`src/rtl/pci_pkg.sv`:
```
// Shared constants and elaboration-time helpers for the lane serializer datapath.
package pci_pkg;

  localparam logic [7:0] IDLE_DEFAULT = 8'hBC;

  function automatic int clog2(input int value);
    int result;
    int span;
    result = 32'sd0;
    span   = 32'sd1;
    for (int i = 0; i < 31; i++) begin
      if (span < value) begin
        span   = span * 32'sd2;
        result = result + 32'sd1;
      end else begin
        result = result;
      end
    end
    return result;
  endfunction

  // Lane-index width; a 1-bit field is kept even for degenerate lane counts.
  function automatic int lw(input int lanes);
    int bits;
    bits = clog2(lanes);
    return (bits < 32'sd1) ? 32'sd1 : bits;
  endfunction

endpackage

```
`src/rtl/lane_fifo.sv`:
```
// Per-lane synchronous FIFO; extra pointer bit distinguishes full from empty.
module lane_fifo
  import pci_pkg::*;
#(
  parameter int WIDTH = 8,
  parameter int DEPTH = 4
) (
  input  logic             clk,
  input  logic             reset,
  input  logic             push,
  input  logic             pop,
  input  logic [WIDTH-1:0] dataIn,
  output logic [WIDTH-1:0] dataOut,
  output logic             full,
  output logic             empty
);

  localparam int AW = clog2(DEPTH);
  localparam int PW = AW + 1;

  logic [WIDTH-1:0] mem_r [DEPTH];
  logic [PW-1:0]    wrPtr_r;
  logic [PW-1:0]    rdPtr_r;
  logic [PW-1:0]    count_s;
  logic             pushOk_s;
  logic             popOk_s;

  assign count_s  = wrPtr_r - rdPtr_r;
  assign full     = (count_s == PW'(DEPTH));
  assign empty    = (count_s == {PW{1'b0}});
  assign pushOk_s = push && !full;
  assign popOk_s  = pop && !empty;
  assign dataOut  = mem_r[rdPtr_r[AW-1:0]];

  // Pointer registers; a write into a full FIFO is ignored here and flagged upstream.
  always_ff @(posedge clk or negedge reset) begin
    if (!reset) begin
      wrPtr_r <= {PW{1'b0}};
      rdPtr_r <= {PW{1'b0}};
    end else begin
      wrPtr_r <= pushOk_s ? (wrPtr_r + PW'(1)) : wrPtr_r;
      rdPtr_r <= popOk_s  ? (rdPtr_r + PW'(1)) : rdPtr_r;
    end
  end

  // Storage array; contents need no reset because the pointers gate every read.
  always_ff @(posedge clk) begin
    if (pushOk_s) begin
      mem_r[wrPtr_r[AW-1:0]] <= dataIn;
    end else begin
      mem_r[wrPtr_r[AW-1:0]] <= mem_r[wrPtr_r[AW-1:0]];
    end
  end

endmodule

```
`src/rtl/lane_serializer_rr.sv`:
```
// N-lane to 1-stream serializer: per-lane FIFOs merged round-robin onto a
// registered valid/ready output, in compress or fixed-slot mode.
module lane_serializer_rr
  import pci_pkg::*;
#(
  parameter int               WIDTH = 8,
  parameter int               LANES = 4,
  parameter int               DEPTH = 4,
  parameter logic [WIDTH-1:0] IDLE  = WIDTH'(IDLE_DEFAULT)
) (
  input  logic                   clk,
  input  logic                   reset,
  input  logic [LANES*WIDTH-1:0] data_in,
  input  logic [LANES-1:0]       valid_in,
  output logic [LANES-1:0]       ready_in,
  input  logic                   compress,
  output logic [WIDTH-1:0]       data_out,
  output logic                   valid_out,
  output logic [lw(LANES)-1:0]   lane_out,
  input  logic                   ready_out,
  output logic [LANES-1:0]       overflow
);

  localparam int LW = lw(LANES);

  logic [LANES-1:0] fullVec_s;
  logic [LANES-1:0] emptyVec_s;
  logic [LANES-1:0] popVec_s;
  logic [WIDTH-1:0] fifoData_s [LANES];

  logic [LW-1:0]    ptr_r;
  logic [LW-1:0]    ptrNext_s;
  logic [LW-1:0]    selLane_s;
  logic             found_s;
  logic             adv_s;
  logic [WIDTH-1:0] dataNext_s;
  logic             validNext_s;
  logic [LW-1:0]    laneNext_s;

  function automatic logic [LW-1:0] incLane(input logic [LW-1:0] lane);
    if (lane == LW'(LANES - 1)) begin
      return {LW{1'b0}};
    end else begin
      return lane + LW'(1);
    end
  endfunction

  for (genvar i = 0; i < LANES; i++) begin : laneGen
    lane_fifo #(
      .WIDTH(WIDTH),
      .DEPTH(DEPTH)
    ) uFifo (
      .clk    (clk),
      .reset  (reset),
      .push   (valid_in[i]),
      .pop    (popVec_s[i]),
      .dataIn (data_in[i*WIDTH +: WIDTH]),
      .dataOut(fifoData_s[i]),
      .full   (fullVec_s[i]),
      .empty  (emptyVec_s[i])
    );
  end

  assign ready_in = ~fullVec_s;
  assign adv_s    = !valid_out || ready_out;

  // Compress-mode search: first non-empty lane at or after the pointer, wrapping.
  always_comb begin
    found_s   = 1'b0;
    selLane_s = ptr_r;
    for (int k = 0; k < LANES; k++) begin
      if (!found_s && !emptyVec_s[(int'(ptr_r) + k) % LANES]) begin
        found_s   = 1'b1;
        selLane_s = LW'((int'(ptr_r) + k) % LANES);
      end else begin
        found_s = found_s;
      end
    end
  end

  // Next output word, lane tag, pop request and pointer; everything holds when not advancing.
  always_comb begin
    popVec_s    = {LANES{1'b0}};
    dataNext_s  = data_out;
    validNext_s = valid_out;
    laneNext_s  = lane_out;
    ptrNext_s   = ptr_r;
    if (adv_s) begin
      if (compress) begin
        if (found_s) begin
          popVec_s[selLane_s] = 1'b1;
          dataNext_s          = fifoData_s[selLane_s];
          validNext_s         = 1'b1;
          laneNext_s          = selLane_s;
          ptrNext_s           = incLane(selLane_s);
        end else begin
          validNext_s = 1'b0;
        end
      end else begin
        laneNext_s = ptr_r;
        ptrNext_s  = incLane(ptr_r);
        if (!emptyVec_s[ptr_r]) begin
          popVec_s[ptr_r] = 1'b1;
          dataNext_s      = fifoData_s[ptr_r];
          validNext_s     = 1'b1;
        end else begin
          dataNext_s  = IDLE;
          validNext_s = 1'b0;
        end
      end
    end else begin
      popVec_s = {LANES{1'b0}};
    end
  end

  // Output register and round-robin pointer.
  always_ff @(posedge clk or negedge reset) begin
    if (!reset) begin
      data_out  <= {WIDTH{1'b0}};
      valid_out <= 1'b0;
      lane_out  <= {LW{1'b0}};
      ptr_r     <= {LW{1'b0}};
    end else begin
      data_out  <= dataNext_s;
      valid_out <= validNext_s;
      lane_out  <= laneNext_s;
      ptr_r     <= ptrNext_s;
    end
  end

  // Sticky drop flags: a request against a full lane is lost and remembered until reset.
  always_ff @(posedge clk or negedge reset) begin
    if (!reset) begin
      overflow <= {LANES{1'b0}};
    end else begin
      overflow <= overflow | (valid_in & fullVec_s);
    end
  end

endmodule

```
`config.mk`:
```
export PLATFORM = sky130hd
export DESIGN_NAME = lane_serializer_rr
export DESIGN_NICKNAME = d
export VERILOG_FILES = /design/src/rtl/pci_pkg.sv /design/src/rtl/lane_fifo.sv /design/src/rtl/lane_serializer_rr.sv
export SDC_FILE = /design/constraint.sdc
export NUM_CORES = 1
export LEC_CHECK = 0
export CAP_MARGIN = 10
export CORE_ASPECT_RATIO = 1.4
export CORE_MARGIN = 3
export CORE_UTILIZATION = 58
export DETAILED_ROUTE_END_ITERATION = 6
export MAX_ROUTING_LAYER = met4
export PLACE_DENSITY = 0.75
export SYNTH_ARGS = -nofsm -noshare
export SYNTH_HDL_FRONTEND = slang
export SYNTH_SLANG_ARGS = --single-unit
```
`constraint.sdc`:
```
create_clock -name clk -period 11.8 [get_ports clk]
set_input_delay 2.95 -clock clk [delete_from_list [all_inputs] [get_ports clk]]
set_output_delay 2.95 -clock clk [all_outputs]
set_load 0.1 [all_outputs]
```
==> results.tsv, run 1 <==
stage	metric	value	unit
outcome	status	finished, final reports clean	
sta	Worst Tran Pin Value	0.9910	ns
sta	Rel. slew slack	0.3373	
yosys	flops & latches, synth	169	
yosys	cells after synthesis	488	
die	Die Footprint	15090	sq um
critical_path	Critical Path RT	8.85	ns
die	number of core rows	49	
critical_path	CP peak stage delay	1.13	ns
critical_path	CP max stage cell	clkdlybuf4s50_1	
global_routing	vias in the first global route	4704	
placed_design	Detail Placement HPWL	11.51	mm
sta	Fin. Hold Viols	0	
placed_design	placer congestion estimate	0.9393	
global_routing	total congestion overflow	0	
global_routing	Tot GR Track Use	0.2378	
yosys	syn avg cell area	16.20	sq um
yosys	area leader, netlist	edfxtp_1	
final_layout	most common cell after layout, fill and taps aside	edfxtp_1	
drt	Detail Route Antenna Nets	0	
drt	DR vias	4452	
final_layout	multi-input logic area	2843	sq um
yosys	Post-synth EDFFs	128	
clock_network	Clock transition at path regs	0.07	ns
drt	routed len/inst	21.85	um
critical_path	worst path cell trace	ha_1 > nor2b_1 > xor2_1 > nor2_1 > inv_1 > clkdlybuf4s50_1	
global_routing	first-pass GRT wire length	26.08	mm
critical_path	kind of critical path	register to output pin	
clock_network	cts hold-fix bufs	0	
yosys	Post-Syn Nets	561	
yosys	Area contributors post-synth	edfxtp_1, dfrtp_1, mux4_2	
clock_network	# clock sinks	169	
final_layout	Reg area	4870	sq um
clock_network	Skew-Pair Late Insertion Delay	0.43	ns
final_layout	share of cells above drive strength 1	0.1865	
yosys	yosys warns	0	
yosys	synthesized area	7906	sq um
global_routing	largest net degree at the start of global routing	42	
die	die height	144.1	um
sta	f_max	160.0	MHz
sta	Max Transition Viols Final	0	
critical_path	CP Launch Type	register	
global_routing	initial antenna violation count	0	
critical_path	Worst path top cell family by delay	buffers and inverters	
yosys	Yosys top cell area share	0.4862	
clock_network	CTS H-tree lvls	4	
drt	DRT iter0 DRCs	287	
sta	Tmin final	6.249	ns
sta	post-route clock period utilization	0.5296	
clock_network	clk root buf	clkbuf_16	
placed_design	Buffers on Ports	58	
yosys	Main synth FF type	edfxtp_1	
clock_network	CTS tree	built	
yosys	register area share after synthesis	0.6159	
run	Max Cap Violations	0	
final_layout	fillcell total	894	
critical_path	R2R Path Start	ptr_r[0]	
final_layout	commonest non-fill, non-tap cells in the layout	edfxtp_1, clkdlybuf4s50_1, dfrtp_1	
final_layout	area delta synth->final	16.73	%
drt	vias per std cell	6.008	
die	Starting Density	0.6026	
clock_network	Num CTS Buffers	17	
drt	DRT Pass-1 Iters	6	
drt	DRC viols	0	
clock_network	Max clock buf depth	2	
clock_network	Post-CTS Repair Setup Buffers	0	
critical_path	R2R Setup Slk	7.35	ns
drt	final wirelength	16.19	mm
sta	final setup violation count	0	
critical_path	critical path fanouts, max	11	
final_layout	# nets final	623	
final_layout	ant diodes	0	
critical_path	CP bufs+invs	2	
sta	clock skew	0.01188	ns
sta	unrepaired setup endpoints after global routing	no	
die	io pins	59	
yosys	FFs w/ async S/R, synth	0.2426	
hold_path	Min-Delay Path Class	register to register	
critical_path	crit path from	laneGen[3].uFifo.rdPtr_r[0]	
yosys	number of distinct library cells after synthesis	59	
hold_path	worst hold start	overflow[3]	
critical_path	Crit. End Element	output pin	
die	Core Area	13120	sq um
clock_network	Resized cells post-CTS	0	
critical_path	Critical Path AT	3.30	ns
die	DIE WIDTH	104.7	um
sta	setup TNS	0	ns
## per-layer routing
metal	vias up	part of all wire	track usage	wire (um)
met5	-	0	-	0
met4	0	0.025	0.09330	407
met3	29	0.042	0.04556	678
met2	131	0.54	0.4071	8719
met1	2270	0.39	0.2824	6384
li1	2022	-	-	-
## cell usage after synthesis (3+ instances only)
library cell    n
a21oi_1         9
a22oi_1         4
and2_1         13
and3_1         11
clkbuf_1       14
dfrtp_1        41
edfxtp_1      128
ha_1           33
inv_1          21
mux2_2          9
mux2i_1        18
mux4_2         40
nand2_1        18
nand3_1         5
nor2_1         11
nor2b_1         8
nor3_1          6
o21ai_0        16
o21ai_1         5
o22ai_1         4
or3_1           3
xnor2_1        12
xnor2_2         5
xor2_1          9
## per-stage QoR
stage	hold slack, ns	worst slack [ns]	cells	cell area [sq um]	util
after floorplan	0.4617	6.689	488	7906	-
after global placement	0.4414	6.051	709	8616	0.6567
after detailed placement	0.4528	5.976	709	8616	0.6567
after CTS	0.4738	5.504	741	9229	0.7034
after global routing	0.5022	5.328	741	9229	0.7034
final	0.4649	5.551	741	9229	0.7034
## cells by family after synthesis
logic type / after synthesis / synth area share
AO/OA/AOI/OAI: 65 / 0.05934
XOR/XNOR: 26 / 0.03355
adder cells (fa/ha/maj): 33 / 0.05222
buffers and inverters: 41 / 0.02453
flip-flops: 169 / 0.6159
multiplexers: 71 / 0.1562
AND/OR/NAND/NOR: 83 / 0.05824
## worst paths after layout
check,endpoint,depth (start not counted)
setup / recovery,ready_in[3],6
hold / removal,overflow[3],1
setup reg to reg,laneGen[3].uFifo.rdPtr_r[1],14
min in group asynchronous,laneGen[0].uFifo.wrPtr_r[0],1
hold reg to reg,overflow[3],1
max in group asynchronous,overflow[3],1
## area by class of cell
cell class | count | share of cell area
clock inverters | 14 | 0.01884
repair buffers | 60 | 0.06399
clock buffers | 18 | 0.04759
well taps | 178 | 0.02413
multi-input cells | 278 | 0.3080
flip-flops and latches | 169 | 0.5277
inverters | 24 | 0.009761
## flip-flops by register name, summed over array words and instances (netlist names)
signal	count
data_out	8
laneGen.uFifo.mem_r	128
laneGen.uFifo.rdPtr_r	12
laneGen.uFifo.wrPtr_r	12
lane_out	2
overflow	4
ptr_r	2
valid_out	1
Power of run 1 is not shown: default switching activity piles up to over one toggle a cycle in this logic, so the estimate is an artifact.
==> inputs of run 2 (changes only) <==
==> constraint.sdc (replaced) <==
create_clock -name clk -period 6 [get_ports clk]
set_input_delay 1.5 -clock clk [delete_from_list [all_inputs] [get_ports clk]]
set_output_delay 1.5 -clock clk [all_outputs]
set_load 0.1 [all_outputs]
==> results.tsv, run 2 (same netlist as run 1, synthesis figures left out) <==
stage	metric	value	unit	change
outcome	status	finished, final reports clean		
final_layout	multi-input logic area	2843	sq um	unchanged
final_layout	post-route cell area	9198	sq um	-0.34%
sta	Fin. Hold Viols	0		unchanged
drt	DRC viols	0		unchanged
sta	final setup violation count	0		unchanged
die	Starting Density	0.6026		unchanged
sta	post-route clock period utilization	0.7990		
critical_path	crit path from	laneGen[0].uFifo.rdPtr_r[0]		
sta	setup TNS	0	ns	unchanged
die	io pins	59		unchanged
global_routing	Tot GR Track Use	0.2308		-0.007017
global_routing	vias in the first global route	4632		-1.5%
critical_path	CP endpoint	ready_in[0]		
clock_network	# clock sinks	169		unchanged
critical_path	CP Launch Type	register		
placed_design	Buffers on Ports	58		unchanged
critical_path	Critical Path RT	4.50	ns	-4.35 ns
drt	Detail Route Antenna Nets	0		unchanged
placed_design	placer congestion estimate	1.004		+6.9%
sta	Tmin final	4.794	ns	
clock_network	Num CTS Buffers	17		unchanged
clock_network	Post-CTS Repair Setup Buffers	0		unchanged
die	Core Area	13120	sq um	unchanged
clock_network	Resized cells post-CTS	0		unchanged
final_layout	share of cells above drive strength 1	0.1844		-0.002104
drt	DRT Pass-1 Iters	5		-1
sta	Worst Tran Pin Value	0.9939	ns	+0.002913 ns
sta	Rel. slew slack	0.3353		-0.001948
final_layout	max reg flops	128		unchanged
final_layout	commonest non-fill, non-tap cells in the layout	edfxtp_1, clkdlybuf4s50_1, dfrtp_1		
clock_network	CTS tree	built		
critical_path	Worst R2R Path Depth	13		-1
drt	routed len/inst	21.16	um	-3.1%
critical_path	critical path fanouts, max	11		unchanged
hold_path	hold path depth	1		unchanged
final_layout	fillcell total	912		+2.0%
final_layout	ant diodes	0		unchanged
drt	DR vias	4474		+0.49%
critical_path	kind of critical path	register to output pin		
clock_network	Skew-Pair Late Insertion Delay	0.42	ns	about the same
clock_network	Clock transition at path regs	0.06	ns	about the same
clock_network	Max clock buf depth	2		unchanged
die	Die Footprint	15090	sq um	unchanged
global_routing	first-pass GRT wire length	25.61	mm	-1.8%
die	DIE WIDTH	104.7	um	unchanged
final_layout	Reg area	4870	sq um	unchanged
placed_design	Post-Place Cell Area	8623	sq um	about the same
sta	unrepaired setup endpoints after global routing	no		
hold_path	Min-Delay Path Class	register to register		
clock_network	clk root buf	clkbuf_16		
drt	final wirelength	15.70	mm	-3.0%
run	Max Cap Violations	0		unchanged
global_routing	initial antenna violation count	0		unchanged
clock_network	CTS H-tree lvls	4		unchanged
die	die height	144.1	um	unchanged
final_layout	most common cell after layout, fill and taps aside	edfxtp_1		
critical_path	R2R Setup Slk	1.71	ns	-5.64 ns
die	number of core rows	49		unchanged
sta	clock skew	0.01160	ns	-0.0002850 ns
placed_design	Detail Placement HPWL	11.38	mm	-1.1%
final_layout	area delta synth->final	16.33	%	
sta	Max Transition Viols Final	0		unchanged
sta	f_max	208.6	MHz	
clock_network	cts hold-fix bufs	0		unchanged
final_layout	# nets final	624		+0.16%
drt	DRT iter0 DRCs	359		+25%
global_routing	total congestion overflow	0		unchanged
critical_path	Crit. End Element	output pin		
drt	vias per std cell	6.030		+0.36%
critical_path	R2R Path Start	ptr_r[1]		
critical_path	FF-to-FF End	laneGen[3].uFifo.rdPtr_r[1]		
global_routing	largest net degree at the start of global routing	42		unchanged
critical_path	Critical Path AT	3.29	ns	about the same
==> run 2: cell count changes in the layout (fill, tap and decap cells not counted), sizes merged <==
| cell | before | now |
|---|---|---|
| buf | 3 | 4 |
| inv | 31 | 26 |
| clkinv | 5 | 8 |
| clkbuf | 18 | 17 |
| clkinvlp | 0 | 3 |
==> run 2: critical path, stage by stage, from the launching register on <==
cell	delay, ns
dfrtp_1	0.60
ha_1	0.31
nor2b_1	0.15
xnor2_2	0.50
nand3_1	0.28
clkdlybuf4s50_1	1.04
==> run 2: layout make-up <==
class | instances | share of cell area
flip-flops and latches | 169 | 0.5295
clock buffers | 17 | 0.04625
inverters | 24 | 0.009795
clock inverters | 15 | 0.01619
repair buffers | 61 | 0.06503
multi-input cells | 278 | 0.3091
well taps | 178 | 0.02421
==> run 2: worst min path at each step <==
stage	start	endpoint
6_report	overflow[3]	overflow[3]
3_5_place_dp	overflow[3]	overflow[3]
2_1_floorplan	laneGen[0].uFifo.rdPtr_r[2]	laneGen[0].uFifo.rdPtr_r[2]
3_3_place_gp	overflow[3]	overflow[3]
5_1_grt	overflow[3]	overflow[3]
4_1_cts	overflow[3]	overflow[3]
==> run 2: per-layer routing <==
| metal | share of wire | global-route usage | wire length (um) | vias to the layer above |
|---|---|---|---|---|
| li1 | - | - | - | 2014 |
| met1 | 0.41 | 0.2817 | 6375 | 2307 |
| met2 | 0.53 | 0.3941 | 8388 | 131 |
| met3 | 0.042 | 0.04332 | 652 | 22 |
| met4 | 0.018 | 0.07671 | 287 | 0 |
| met5 | 0 | - | 0 | - |
==> run 2: metrics by stage <==
stage,util,hold WS [ns],cells,setup slack (ns)
5_1_grt,0.7010,0.4897,742,0.9515
3_3_place_gp,0.6573,0.4428,710,1.703
3_5_place_dp,0.6573,0.4517,710,1.685
2_1_floorplan,-,0.4617,488,2.298
6_report,0.7010,0.4593,742,1.206
4_1_cts,0.7010,0.4651,742,1.229
Power of run 2 is left out for the same reason.
